==> src/rtl/sync_up_counter.sv <==
// sync_up_counter: run-controlled up counter stepped by a slow tick.
// Keys and tick are synchronized; load > stop > start > step per clk.
module sync_up_counter #(
  parameter int WIDTH = 4,
  parameter int MAX   = 15
) (
  input  logic             clk,
  input  logic             reset,
  input  logic             tick,
  input  logic             start_n,
  input  logic             stop_n,
  input  logic             load,
  input  logic [WIDTH-1:0] load_val,
  input  logic             wrap,
  output logic [WIDTH-1:0] count,
  output logic             tc,
  output logic             running
);

  localparam logic [1:0] IDLE = 2'd0;
  localparam logic [1:0] RUN  = 2'd1;
  localparam logic [1:0] DONE = 2'd2;

  localparam logic [WIDTH-1:0] MAX_V = WIDTH'(MAX);
  localparam logic [WIDTH-1:0] ONE   = WIDTH'(1);

  logic tick_s1, tick_s2, tick_prev;
  logic start_s1, start_s2, start_prev;
  logic stop_s1, stop_s2, stop_prev;
  logic [1:0] warm_q;

  logic [1:0]       state_q, state_d;
  logic [WIDTH-1:0] count_d;
  logic             tc_d;

  logic step, start_evt, stop_evt, keys_ok;

  // Two-flop synchronizers plus edge-detect history, idle levels on reset.
  always_ff @(posedge clk or negedge reset) begin
    if (!reset) begin
      tick_s1    <= 1'b0;
      tick_s2    <= 1'b0;
      tick_prev  <= 1'b0;
      start_s1   <= 1'b1;
      start_s2   <= 1'b1;
      start_prev <= 1'b1;
      stop_s1    <= 1'b1;
      stop_s2    <= 1'b1;
      stop_prev  <= 1'b1;
    end else begin
      tick_s1    <= tick;
      tick_s2    <= tick_s1;
      tick_prev  <= tick_s2;
      start_s1   <= start_n;
      start_s2   <= start_s1;
      start_prev <= start_s2;
      stop_s1    <= stop_n;
      stop_s2    <= stop_s1;
      stop_prev  <= stop_s2;
    end
  end

  // Key edges count only once the history holds real samples, so a
  // key already held low across reset release is not seen as a press.
  always_ff @(posedge clk or negedge reset) begin
    if (!reset) begin
      warm_q <= 2'd0;
    end else if (warm_q != 2'd3) begin
      warm_q <= warm_q + 2'd1;
    end
  end

  assign keys_ok   = (warm_q == 2'd3);
  assign step      = tick_s2 & ~tick_prev;
  assign start_evt = keys_ok & ~start_s2 & start_prev;
  assign stop_evt  = keys_ok & ~stop_s2 & stop_prev;

  // Resolve load/stop/start/step in priority order into next state.
  always_comb begin
    state_d = state_q;
    count_d = count;
    tc_d    = 1'b0;
    if (load) begin
      count_d = (load_val > MAX_V) ? MAX_V : load_val;
      state_d = IDLE;
    end else if (stop_evt) begin
      state_d = IDLE;
    end else if (start_evt && state_q != RUN) begin
      state_d = RUN;
      if (state_q == DONE) begin
        count_d = '0;
      end
    end else if (step && state_q == RUN) begin
      if (count != MAX_V) begin
        count_d = count + ONE;
      end else begin
        tc_d = 1'b1;
        if (wrap) begin
          count_d = '0;
        end else begin
          state_d = DONE;
        end
      end
    end
  end

  // Registered state, count and terminal-count pulse.
  always_ff @(posedge clk or negedge reset) begin
    if (!reset) begin
      state_q <= IDLE;
      count   <= '0;
      tc      <= 1'b0;
    end else begin
      state_q <= state_d;
      count   <= count_d;
      tc      <= tc_d;
    end
  end

  assign running = (state_q == RUN);

endmodule

==> config.mk <==
export PLATFORM = sky130hd
export DESIGN_NAME = sync_up_counter
export DESIGN_NICKNAME = d
export VERILOG_FILES = /design/src/rtl/sync_up_counter.sv
export SDC_FILE = /design/constraint.sdc
export NUM_CORES = 1
export LEC_CHECK = 0
export ABC_AREA = 0
export CAP_MARGIN = 10
export CORE_MARGIN = 8
export CORE_UTILIZATION = 47
export DETAILED_ROUTE_END_ITERATION = 12
export GPL_TIMING_DRIVEN = 0
export PLACE_DENSITY_LB_ADDON = 0.15
export SLEW_MARGIN = 20
export SYNTH_ARGS = -nofsm -noshare
export SYNTH_HDL_FRONTEND = slang
export SYNTH_SLANG_ARGS = --single-unit
==> constraint.sdc <==
create_clock -name clk -period 2.1 [get_ports clk]
set_input_delay 0.21 -clock clk [delete_from_list [all_inputs] [get_ports clk]]
set_output_delay 0.21 -clock clk [all_outputs]
set_load 0.02 [all_outputs]
==> flow_metrics.py <==
metrics = {
    "placed_design": {
        "hpwl_um": 1034,
        "place_inst": 95,
        "place_congestion": 0.7544,
        "io_buffers": 16,
    },
    "global_route": {
        "grt_start_max_net_pins": 19,
        "grt_use_total_pct": 9.293,
        "grt_pass1_wl_um": 2297,
        "antenna_found_initial": 0,
        "grt-ovfl-total": 0,
        "grt_pass1_vias": 518,
    },
    "sta": {
        "tns_ns": 0,
        "slew_headroom_pct": 51.00,
        "final_hold_viol_count": 0,
        "timing.fmax_mhz": 535.1,
        "finalCritPeriodShare_pct": 89.00,
        "skew_ns": 0.005237,
        "fin_crit_ns": 1.869,
        "worst_slew_pin_slew_ns": 0.7327,
        "finalSetupViolCount": 0,
        "slew_violations": 0,
        "rsz0062_at_grt": "no",
    },
    "pwr": {
        "powerDensity_nw_per_um2": 707.2,
        "p_total_uw": 684.0,
        "p_leak_nw": 0.4220,
        "peakVddDrop_v": 0.0005340,
    },
    "clock_network": {
        "cts_tree": "done",
        "clock_path_buffers": 2,
        "cts_resized": 0,
        "cts-buffers-inserted": 3,
        "clk_latency_ns": 0.29,
        "root_buffer": "clkbuf_4",
        "htreeDepth": 1,
        "cts_hold_buf": 0,
        "cts.sinks": 18,
        "post_cts_buffers": 0,
        "clk_pin_slew_ns": 0.10,
    },
    "final_layout": {
        "multi_input_area_um2": 281.5,
        "diodes": 0,
        "drive_above_1_share_pct": 16.87,
        "largest_register_ffs": 4,
        "top_register": "count",
        "fillCellCount": 131,
        "fin_cells": 99,
        "area_delta_synth_final_pct": 28.83,
        "final_util_pct": 64.20,
        "final_nets": 97,
        "ff_latch_area_um2": 457.9,
        "reg_top3": "count (4), state_q (2), warm_q (2)",
    },
    "logic_synthesis": {
        "avgSynthCellArea_um2": 11.92,
        "synthCells": 63,
        "ys_ff_latch": 18,
        "netlist.area_leader.share_pct": 40.00,
        "synth-async-reset-ratio_pct": 100.0,
        "yosys-top-cells-count": "dfrtp_1 (12), nor2_1 (7), o21ai_0 (7)",
        "ys_types": 25,
        "synth_edf_count": 0,
        "yosys.area.top_type": "dfrtp_1",
        "synth_most_common_cell": "dfrtp_1",
        "ys_seq_area_share_pct": 61.00,
        "yosysWarningCount": 0,
        "synthesis.area_um2": 750.7,
        "synth.net_count": 76,
        "synthFlopType": "dfrtp_1",
        "netlist_top_cells_area": "dfrtp_1 (40%), dfstp_2 (21%), o21ai_0 (4.7%), mux2i_1 (4.0%), nor2_1 (3.5%)",
    },
    "worst_hold_path": {
        "min_to": "stop_s1$_DFF_PN1_",
        "hold_path.class": "in2reg",
        "min_from": "stop_n",
        "hold_depth": 1,
    },
    "worst_setup_path": {
        "max_stage_delay_ns": 0.51,
        "path_cells": "ha_1 -> nand3b_2 -> nor3b_2 -> o21ai_2 -> or4b_1 -> a31oi_1",
        "path_buf_inv": 0,
        "worstPathRequired_ns": 2.32,
        "cp_top_family": "simple AND/OR/NAND/NOR gates",
        "r2r_end": "count[2]$_DFFE_PN0P_",
        "worstSetupPathType": "reg2reg",
        "rrSetupSlack_ns": 0.23,
        "r2r_start": "warm_q[0]$_DFFE_PN0P_",
        "cp-end-kind": "flop",
        "crit_arrival_ns": 2.09,
        "critPathLaunchType": "flop",
        "path_max_fanout": 5,
        "rr_worst_depth": 6,
        "cpMaxStageDelayCell": "or4b_1",
    },
    "floorplanning": {
        "ios": 17,
        "dieArea_um2": 3132,
        "row_count": 14,
        "fp.coreArea_um2": 1506,
        "start_util_pct": 49.83,
        "die_h_um": 55.97,
        "die_x_um": 55.97,
    },
    "routing": {
        "routed_wl_um": 1356,
        "drtIter0Drc": 3,
        "drc": 0,
        "vias": 534,
        "wl_per_cell_um": 13.70,
        "drt-vias-per-instance": 5.394,
        "postRouteAntennaNets": 0,
        "drt_first_pass_iters": 4,
    },
    "run_status": {
        "status": "finished clean",
    },
    "run": {
        "maxCapViolCount": 0,
    },
}
## stage by stage
stage          worst slack, ns  area [µm²]  hold WS [ns]
2_1_floorplan           0.3117       750.7      -0.08559
3_3_place_gp            0.2844       930.9        0.3324
3_5_place_dp            0.2180       930.9        0.3405
4_1_cts                 0.1992       967.2        0.3078
5_1_grt                 0.1435       967.2        0.3034
6_report                0.2311       967.2        0.3170
## final cells by class
class / instances / area share, %
Clock buffer: 4 / 3.752
Inverter: 3 / 1.164
Multi-Input combinational cell: 42 / 29.11
Sequential cell: 18 / 47.35
Tap cell: 16 / 2.070
Timing Repair Buffer: 16 / 16.56
## cells in the final DEF (no fill, tap or decap)
| cell | instances |
|---|---|
| clkdlybuf4s50_1 | 16 |
| dfrtp_1 | 12 |
| nor2_1 | 7 |
| o21ai_0 | 7 |
| dfstp_2 | 6 |
| nand2_1 | 4 |
| inv_1 | 3 |
| mux2i_1 | 3 |
| a21oi_1 | 3 |
| clkbuf_4 | 3 |
| ha_1 | 2 |
| and2b_1 | 1 |
| nand3b_1 | 1 |
| and4bb_1 | 1 |
| nand4_1 | 1 |
| nand3b_2 | 1 |
| nand3_1 | 1 |
| o21a_1 | 1 |
| nor3b_2 | 1 |
| o21ai_2 | 1 |
| or4b_1 | 1 |
| a31oi_1 | 1 |
| xnor2_1 | 1 |
| nor2b_1 | 1 |
| mux2_2 | 1 |
| nand4b_1 | 1 |
| nor3_1 | 1 |
| clkbuf_8 | 1 |
## worst reg2reg max path: cells and delay by family (launching register included)
| family | cells | cell delay, ns |
|---|---|---|
| and+or+nand+nor | 3 | 0.87 |
| DFF | 1 | 0.38 |
| AOI/OAI and AO/OA | 2 | 0.30 |
| adders and majority gates | 1 | 0.26 |
## worst max-delay path by stage
| stage | cells past startpoint | from | to | slack, ns |
|---|---|---|---|---|
| after CTS | 6 | warm_q[0]$_DFFE_PN0P_ | count[2]$_DFFE_PN0P_ | 0.20 |
| after global placement | 6 | warm_q[0]$_DFFE_PN0P_ | count[2]$_DFFE_PN0P_ | 0.28 |
| after detailed placement | 6 | warm_q[0]$_DFFE_PN0P_ | count[2]$_DFFE_PN0P_ | 0.22 |
| after floorplan | 6 | count[0]$_DFFE_PN0P_ | count[2]$_DFFE_PN0P_ | 0.31 |
| final | 6 | warm_q[0]$_DFFE_PN0P_ | count[2]$_DFFE_PN0P_ | 0.23 |
| after global routing | 6 | warm_q[0]$_DFFE_PN0P_ | count[2]$_DFFE_PN0P_ | 0.14 |
## report_power, final
group / switching [mW] / leakage (nW) / internal (mW)
Clock: 0.104 / 0.0210 / 0.106
Combinational: 0.0432 / 0.196 / 0.0474
Sequential: 0.0155 / 0.205 / 0.368
## metal layers
metal,vias up,track usage (%),wire length [µm]
met5,-,0,0
met2,13,14.10,627
met3,4,3.425,67
met4,0,6.186,41
li1,261,-,-
met1,256,10.58,619
## cells by family (layout without fill, tap and decap cells)
| logic type | Yosys count | in the layout | share of synthesized area (%) |
|---|---|---|---|
| adder cells (fa/ha/maj) | 2 | 2 | 3.333 |
| AND/OR/NAND/NOR | 22 | 22 | 17.83 |
| XOR/XNOR | 1 | 1 | 1.167 |
| flip-flops | 18 | 18 | 61.00 |
| AO/OA/AOI/OAI | 13 | 13 | 9.667 |
| buffers and inverters | 3 | 23 | 1.500 |
| multiplexers | 4 | 4 | 5.500 |
(Power assumes the default switching activity.)
